$ cat src/rtl/lane_game_controller.sv
// lane_game_controller: falling-letter game controller over NUM_LANES columns.
//
// Owns the game state, score, lives, difficulty level, the shared fall-rate
// tick and the per-lane respawn pulses.
//
// Optional feature: define LANE_GAME_HIGH_SCORE_EN to build a high-score
// register. Otherwise high_score_o is tied to zero and no register is built.
//
// Ports:
//   clock_i        system clock
//   reset_n_i      asynchronous active-low reset
//   start_i        debounced start level; its rising edge is detected here
//   correct_i      per-lane "letter matched" pulse
//   game_over_i    per-lane "letter reached bottom" (miss) pulse
//   lane_reset_o   per-lane respawn/park request
//   fall_tick_o    one-cycle pulse; the columns advance one row
//   score_o        current score, saturating
//   lives_o        remaining lives
//   level_o        current difficulty level
//   state_o        00 IDLE, 01 PLAY, 10 OVER
//   high_score_o   best final score (only with LANE_GAME_HIGH_SCORE_EN)
module lane_game_controller #(
    parameter int NUM_LANES     = 3,
    parameter int SCORE_W       = 8,
    parameter int LIVES         = 3,
    parameter int LIVES_W       = 2,
    parameter int TICK_DIV      = 1666666,
    parameter int SPEEDUP_EVERY = 8,
    parameter int MAX_LEVEL     = 7
) (
    input  logic                 clock_i,
    input  logic                 reset_n_i,
    input  logic                 start_i,
    input  logic [NUM_LANES-1:0] correct_i,
    input  logic [NUM_LANES-1:0] game_over_i,
    output logic [NUM_LANES-1:0] lane_reset_o,
    output logic                 fall_tick_o,
    output logic [SCORE_W-1:0]   score_o,
    output logic [LIVES_W-1:0]   lives_o,
    output logic [2:0]           level_o,
    output logic [1:0]           state_o,
    output logic [SCORE_W-1:0]   high_score_o
);

    localparam int CW = $clog2(NUM_LANES + 1);
    localparam int TW = $clog2(TICK_DIV + 1);
    // Holds SPEEDUP_EVERY-1 plus one cycle's worth of points before the subtract.
    localparam int PW = $clog2(2 * SPEEDUP_EVERY);
    localparam int MW = (CW > LIVES_W) ? CW : LIVES_W;
    localparam logic [TW-1:0] TDIV = TW'(TICK_DIV);

    typedef enum logic [1:0] {
        IDLE = 2'b00,
        PLAY = 2'b01,
        OVER = 2'b10
    } state_t;

    state_t               state_q, state_d;
    logic [SCORE_W-1:0]   score_q, score_d;
    logic [LIVES_W-1:0]   lives_q, lives_d;
    logic [2:0]           level_q, level_d;
    logic [TW-1:0]        tick_q, tick_d;
    logic [PW-1:0]        pts_q, pts_d;
    logic                 start_q;
    logic                 fall_tick_q, fall_tick_d;
    logic [NUM_LANES-1:0] lane_reset_q, lane_reset_d;

    logic                 start_rise;
    logic [CW-1:0]        n_pts, n_miss;
    logic [SCORE_W:0]     score_sum;
    logic [SCORE_W-1:0]   score_sat;
    logic [MW-1:0]        miss_w, lives_w;
    logic [LIVES_W-1:0]   lives_nx;
    logic [PW-1:0]        pts_sum;
    logic                 pts_step, lvl_up, tick_wrap;

    assign start_rise = start_i & ~start_q;

    // A lane with both correct and miss set counts as correct only.
    always_comb begin
        n_pts  = '0;
        n_miss = '0;
        for (int i = 0; i < NUM_LANES; i++) begin
            n_pts  = n_pts + CW'(correct_i[i]);
            n_miss = n_miss + CW'(game_over_i[i] & ~correct_i[i]);
        end
    end

    assign score_sum = {1'b0, score_q} + (SCORE_W + 1)'(n_pts);
    assign score_sat = score_sum[SCORE_W] ? '1 : score_sum[SCORE_W-1:0];

    assign miss_w   = MW'(n_miss);
    assign lives_w  = MW'(lives_q);
    assign lives_nx = (miss_w >= lives_w) ? '0 : LIVES_W'(lives_w - miss_w);

    // The point counter keeps wrapping after the level saturates.
    assign pts_sum  = pts_q + PW'(n_pts);
    assign pts_step = pts_sum >= PW'(SPEEDUP_EVERY);
    assign lvl_up   = pts_step && (level_q < 3'(MAX_LEVEL));

    // The tick period halves with every level.
    assign tick_wrap = tick_q == ((TDIV >> level_q) - TW'(1));

    always_comb begin
        state_d      = state_q;
        score_d      = score_q;
        lives_d      = lives_q;
        level_d      = level_q;
        tick_d       = tick_q;
        pts_d        = pts_q;
        fall_tick_d  = 1'b0;
        lane_reset_d = '1;
        if (state_q == PLAY) begin
            score_d = score_sat;
            lives_d = lives_nx;
            level_d = level_q + 3'(lvl_up);
            pts_d   = pts_step ? pts_sum - PW'(SPEEDUP_EVERY) : pts_sum;
            tick_d  = (lvl_up || tick_wrap) ? '0 : tick_q + TW'(1);
            if (lives_nx == '0) begin
                state_d = OVER;
            end else begin
                fall_tick_d  = tick_wrap;
                lane_reset_d = correct_i | game_over_i;
            end
        end else if (start_rise) begin
            state_d      = PLAY;
            score_d      = '0;
            lives_d      = LIVES_W'(LIVES);
            level_d      = '0;
            tick_d       = '0;
            pts_d        = '0;
            lane_reset_d = '0;
        end
    end

    always_ff @(posedge clock_i or negedge reset_n_i) begin
        if (!reset_n_i) begin
            state_q      <= IDLE;
            score_q      <= '0;
            lives_q      <= LIVES_W'(LIVES);
            level_q      <= '0;
            tick_q       <= '0;
            pts_q        <= '0;
            start_q      <= 1'b0;
            fall_tick_q  <= 1'b0;
            lane_reset_q <= '1;
        end else begin
            state_q      <= state_d;
            score_q      <= score_d;
            lives_q      <= lives_d;
            level_q      <= level_d;
            tick_q       <= tick_d;
            pts_q        <= pts_d;
            start_q      <= start_i;
            fall_tick_q  <= fall_tick_d;
            lane_reset_q <= lane_reset_d;
        end
    end

`ifdef LANE_GAME_HIGH_SCORE_EN
    logic [SCORE_W-1:0] high_q, high_d;

    // Captured on the PLAY->OVER step, using the final score of that game.
    assign high_d = (state_q == PLAY && state_d == OVER && score_d > high_q) ? score_d : high_q;

    always_ff @(posedge clock_i or negedge reset_n_i) begin
        if (!reset_n_i) begin
            high_q <= '0;
        end else begin
            high_q <= high_d;
        end
    end

    assign high_score_o = high_q;
`else
    assign high_score_o = '0;
`endif

    assign lane_reset_o = lane_reset_q;
    assign fall_tick_o  = fall_tick_q;
    assign score_o      = score_q;
    assign lives_o      = lives_q;
    assign level_o      = level_q;
    assign state_o      = state_q;

endmodule

$ cat config.mk
export PLATFORM = sky130hd
export DESIGN_NAME = lane_game_controller
export DESIGN_NICKNAME = d
export VERILOG_FILES = /design/src/rtl/lane_game_controller.sv
export SDC_FILE = /design/constraint.sdc
export NUM_CORES = 1
export LEC_CHECK = 0
export ABC_AREA = 1
export BUFFER_PORTS_ARGS = -buffer_cell sky130_fd_sc_hd__buf_4
export CAP_MARGIN = 10
export CORE_MARGIN = 2
export CORE_UTILIZATION = 52
export CTS_BUF_LIST = sky130_fd_sc_hd__clkbuf_8
export DETAILED_ROUTE_END_ITERATION = 12
export GPL_TIMING_DRIVEN = 1
export PLACE_DENSITY_LB_ADDON = 0.1
export SLEW_MARGIN = 20
export SYNTH_ARGS = -nofsm -noshare
export SYNTH_HDL_FRONTEND = slang
export SYNTH_SLANG_ARGS = --single-unit
$ cat constraint.sdc
create_clock -name clock_i -period 2.2 [get_ports clock_i]
set_input_delay 0.11 -clock clock_i [delete_from_list [all_inputs] [get_ports clock_i]]
set_output_delay 0.11 -clock clock_i [all_outputs]
set_load 0.1 [all_outputs]
## Word-level counts from Yosys, hierarchy flattened

Index checks and enable logic that the tools add are counted.

- Latch bits: 0
- RAM bits: 0
- Memories kept: 0
- Word-level logic and storage cells: 63
- Bits in read-only memories: 0
- Output and inout port bits: 27
- Flip-flop bits (word level): 45

- $lt $le $gt $ge: 3
- Divide/modulo/power cells: 0
- Shift-type cells: 1
- Add/sub/neg operators: 11
- Muxes and demuxes: 22
- $mul: 0
- Bitwise logic cells: 9
- Reduce and logical (&&, ||, !) cells: 5
- Equality and inequality tests: 3

Operator list:

| operator | count |
|---|---|
| 2-to-1 mux 21 bit | 3 |
| 2-to-1 mux 8 bit | 3 |
| adder 21 x 1 -> 21 bit, second input constant | 1 |
| == test 21 bit | 1 |
| right shift 21 x 3 -> 21 bit, first input constant | 1 |
| subtractor 21 x 1 -> 21 bit, second input constant | 1 |
| 2-to-1 mux 3 bit | 5 |
| 2-to-1 mux 2 bit | 6 |
| 2-to-1 mux 4 bit | 3 |
| adder 8 x 2 -> 9 bit | 1 |
| AND 1 x 2 -> 2 bit | 3 |
| NOT 1 -> 2 bit | 3 |
| adder 2 bit | 2 |
| adder 4 x 2 -> 4 bit | 1 |
| >= comparator 4 bit, second input constant | 1 |
| subtractor 4 bit, second input constant | 1 |
| adder 3 x 1 -> 3 bit | 1 |
| < comparator 3 bit, second input constant | 1 |
| OR 3 bit | 1 |
| adder 1 x 1 -> 2 bit | 1 |
| adder 2 x 1 -> 2 bit | 1 |
| == test 2 x 1 -> 1 bit, second input constant | 1 |
| >= comparator 2 bit | 1 |
| logical NOT 2 bit | 1 |
| other kinds (9) | 10 |

## Depth between registers and ports, before layout

- Depth after elaboration: 9
- Mapped depth: 14
- Depth with buffers taken out: 14

## Worst setup path before layout

No wires, ideal clock.

- Path kind: reg-to-reg
- Start point: register level_q[1] (netlist: level_o[1])
- End point: register tick_q[10]
- Setup time: 0.122 ns
- Arrival: 2.707 ns
- Period minus slack after synthesis: 2.829 ns
- Stages on the path, launching flop included: 14
- Slack: -0.629 ns
- Path through: dfrtp_1 -> inv_1 -> ha_1 -> inv_1 -> nand2_1 -> nand2_1 -> nand2_1 -> nand3_1 -> nor2_1 -> nand2_2 -> nor2_4 -> nand3_4 -> nand2_8 -> o21ai_2

- Longest elaborated chain between the ends: 6
- Elaborated cells between the ends (all ways): 8
- Classes of those cells: add/sub (1); order compare (1); eq/ne (1); shift (1); mux (2); reduce/logical (2)

RTL lines:

| what | RTL line | source |
|---|---|---|
| start, declared | 61 | `logic [2:0] level_q, level_d;` |
| start signal, assigned | 151 | `level_q <= level_d;` |
| right shift 21 x 3 -> 21 bit | 102 | `assign tick_wrap = tick_q == ((TDIV >> level_q) - TW'(1));` |
| subtractor 21 x 1 -> 21 bit | 102 |  |
| == test 21 bit | 102 |  |
| logical OR 1 bit (*) | 118 | `tick_d = (lvl_up \|\| tick_wrap) ? '0 : tick_q + TW'(1);` |
| 2-to-1 mux 21 bit (*) | 118 |  |
| 2-to-1 mux 21 bit (*) | 113 | `if (state_q == PLAY) begin` |
| end signal, assigned | 152 | `tick_q <= tick_d;` |
| end, declared | 62 | `logic [TW-1:0] tick_q, tick_d;` |

Mark *: on every way between the ends. The rest lies on a longest branch, timed or not.
A chain may end at the register's enable or synchronous reset.

## Worst setup path after layout

- Start point: register level_q[0] (netlist: level_o[0])
- End point: register tick_q[9]

Same word-level chain as after synthesis.

==> flow_metrics.env <==
export IMPL_dr_wl_met3_um=460
export IMPL_cts_root_buf="clkbuf_8"
export IMPL_grt_usage=0.271
export IMPL_p_per_area_nw_per_um2=793
export IMPL_gp_congestion=0.949
export IMPL_top_layer="met4"
export IMPL_clk_pin_slew_worst_paths_ps=90
export IMPL_status="finished, final reports clean"
export IMPL_ioPinCount=36
export IMPL_hp_class="input port to flop"
export IMPL_fillers=631
export IMPL_grt_ovfl_total=0
export IMPL_coreArea_um2=6680
export IMPL_end_kind="flop"
export IMPL_fin_nets=597
export IMPL_ir_drop_mv=0.844
export IMPL_path_class="flop to flop"
export IMPL_utilization=0.626
export IMPL_finalNonFillerCells=649
export IMPL_drtPass1Iterations=5
export IMPL_io_buffers=27
export IMPL_worst_r2r_cell_count=12
export IMPL_ys_flop_type="dfrtp_1"
export IMPL_synth_edf_count=0
export IMPL_required_ps=2400
export IMPL_layout_commonest_cell="nand2_1"
export IMPL_p_clk_frac=0.152
export IMPL_period_share=0.962
export IMPL_hpwl_um=7520
export IMPL_start_kind="flop"
export IMPL_yosysSeqAreaShare=0.320
export IMPL_async_reset_ff_frac=1.00
export IMPL_ant_nets=0
export IMPL_met1Wirelength_um=4320
export IMPL_sequentialPowerShare=0.323
export IMPL_fp_row_count=30
export IMPL_clk_latency_ps=300
export IMPL_grt_pass1_vias=3241
export IMPL_synth_top_area_cell="dfrtp_1"
export IMPL_grt_max_degree=46
export IMPL_dpl_cell_count=635
export IMPL_period_minus_slack_ps=2120
export IMPL_drc=0
export IMPL_drt_initial_drc_count=277
export IMPL_yosys_register_bits=45
export IMPL_routed_wl_um=10000
export IMPL_reg2reg_to="tick_q[9]"
export IMPL_vias=3578
export IMPL_ff2ff_setup_slack_ps=80
export IMPL_switching_power_mw=1.69
export IMPL_hold_path_depth=3
export IMPL_synthDistinctLibCells=38
export IMPL_setup_viol=0
export IMPL_min_to="lane_reset_o[1]"
export IMPL_yosys_warnings=0
export IMPL_ys_top_cells_by_area="dfrtp_1 28%, nand2_1 19%, inv_1 7.0%"
export IMPL_r2r_start="level_o[0]"
export IMPL_hold_start="game_over_i[1]"
export IMPL_die_area_um2=7490
export IMPL_vias_per_cell=5.51
export IMPL_grt_pass1_wl_um=15700
export IMPL_tritoncts="yes"
export IMPL_die_height_um=86.5
export IMPL_p_sw_frac=0.511
export IMPL_cts_buffers=5
export IMPL_finalMaxSlewViolations=0
export IMPL_fin_skew_ps=12.2
export IMPL_avgRoutedWirePerCell_um=15.4
export IMPL_fmax_ghz=0.472
export IMPL_netlist_area_um2=3540
export IMPL_start_util=0.530
export IMPL_wl_met2_um=5000
export IMPL_fin_ws_ps=83.5
export IMPL_die_w_um=86.5
export IMPL_clock_path_buffers=2
export IMPL_tightest_slew_ps=594
export IMPL_internal_power_mw=1.62
export IMPL_drive_above_1_share=0.207
export IMPL_place_ws_ps=-77.0
export IMPL_cap_violations=0
export IMPL_cp_max_fo=6
export IMPL_antenna_found_initial=0
export IMPL_hold_viol=0
export IMPL_antenna_cells=0
export IMPL_final_cell_mix="166 x nand2_1, 64 x inv_1, 49 x buf_4, 41 x nor2_1, 39 x nand3_1"
export IMPL_h_tree_depth=2
export IMPL_combPwrFrac=0.524
export IMPL_relSlewSlack=0.604
export IMPL_yosysTopAreaCellShare=0.283
export IMPL_p_leak_nw=2.05
export IMPL_syn_area_per_cell_um2=6.84
export IMPL_fin_setup_tns_ps=0
export IMPL_worstPathArrival_ps=2320
export IMPL_syn_inst=518
export IMPL_clock_sinks=45
export IMPL_syn2layout_area_growth_pct=18.1
## cells in the mapped netlist (all sizes together), types with 2 or more instances
| cell | count |
|---|---|
| nand4 | 18 |
| nand3 | 42 |
| nand2 | 182 |
| a21oi | 7 |
| o21ai | 33 |
| xor2 | 9 |
| clkbuf | 6 |
| xnor2 | 2 |
| buf | 14 |
| nor2 | 46 |
| dfstp | 5 |
| dfrtp | 40 |
| ha | 15 |
| o211ai | 4 |
| fa | 5 |
| nor3 | 13 |
| inv | 69 |
## flip-flops by register name, indices dropped and copies added, names as in the netlist
register and cells:
fall_tick_o 1, lane_reset_o 3, level_o 3, lives_o 2, pts_q 4, score_o 8
start_q 1, state_o 2, tick_q 21
## through the flow
stage          instance area [um^2]  hold WS [ps]  power (mW)
6_report                       4180          91.6        3.32
5_1_grt                        4180          84.7        3.51
4_1_cts                        4040          84.0        3.27
3_5_place_dp                   3940           154        2.76
3_3_place_gp                   3940           146        2.73
2_1_floorplan                  3580          -186        2.33
## power by group through the flow
stage	Sequential, mW	Clock, mW	Combinational [mW]
after floorplan	1.57	0	0.762
after global placement	1.08	0	1.65
after detailed placement	1.09	0	1.67
after CTS	1.07	0.516	1.68
after global routing	1.09	0.549	1.87
final	1.07	0.505	1.74
## metal layers
layer,GRT usage,vias to the layer above
li1,-,1750
met5,0,-
met1,0.360,1691
met4,0.0753,0
met3,0.0295,21
met2,0.469,116
## cell families (layout without fill, tap and decap cells)
family,count (synthesis),count (layout),share of synthesized area
and+or+nand+nor,303,305,0.372
buffers and inverters,89,131,0.112
AOI/OAI and AO/OA,49,49,0.0862
DFF,45,45,0.320
adders and majority gates,20,20,0.0813
xor gates and xnor gates,11,11,0.0272
other,1,8,0.00106
## layout make-up
| type | count | area [um^2] | share of cell area |
|---|---|---|---|
| repair buffers | 54 | 430 | 0.103 |
| well taps | 80 | 100 | 0.0239 |
| clock buffers | 5 | 68.8 | 0.0165 |
| flip-flops and latches | 45 | 1150 | 0.274 |
| multi-input cells | 393 | 2160 | 0.516 |
| clock inverters | 3 | 13.8 | 0.00329 |
| inverters | 69 | 267 | 0.0637 |
## how the worst max path moves through the flow
stage	startpoint	depth (start not counted)	to	slack, ps
CTS	level_o[0]	12	fall_tick_o	60
global placement	correct_i[0]	11	score_o[5]	20
floorplan	score_o[0]	6	score_o[2]	10
finish	level_o[0]	12	tick_q[9]	80
global route	level_o[0]	14	tick_q[13]	-40
detailed placement	correct_i[1]	13	state_o[1]	-80
## repair_timing
item,in CTS,in global routing
endpoints found under the hold margin,41,0
setup buffers,0,3
hold buffers,2,0
resized for setup,0,30
endpoints found under the setup margin,0,23
## critical path, stage by stage (launching register included)
cell and delay (ps):
dfrtp_4 490, inv_4 100, ha_4 230, inv_2 90, nand2_2 90, nand2_1 70, nand2_1 60, nand2_2 80
nand3_2 100, nor3_4 250, nand3_4 210, nand2_4 170, o21ai_2 60
No activity file was read; power rests on OpenSTA's default activity.
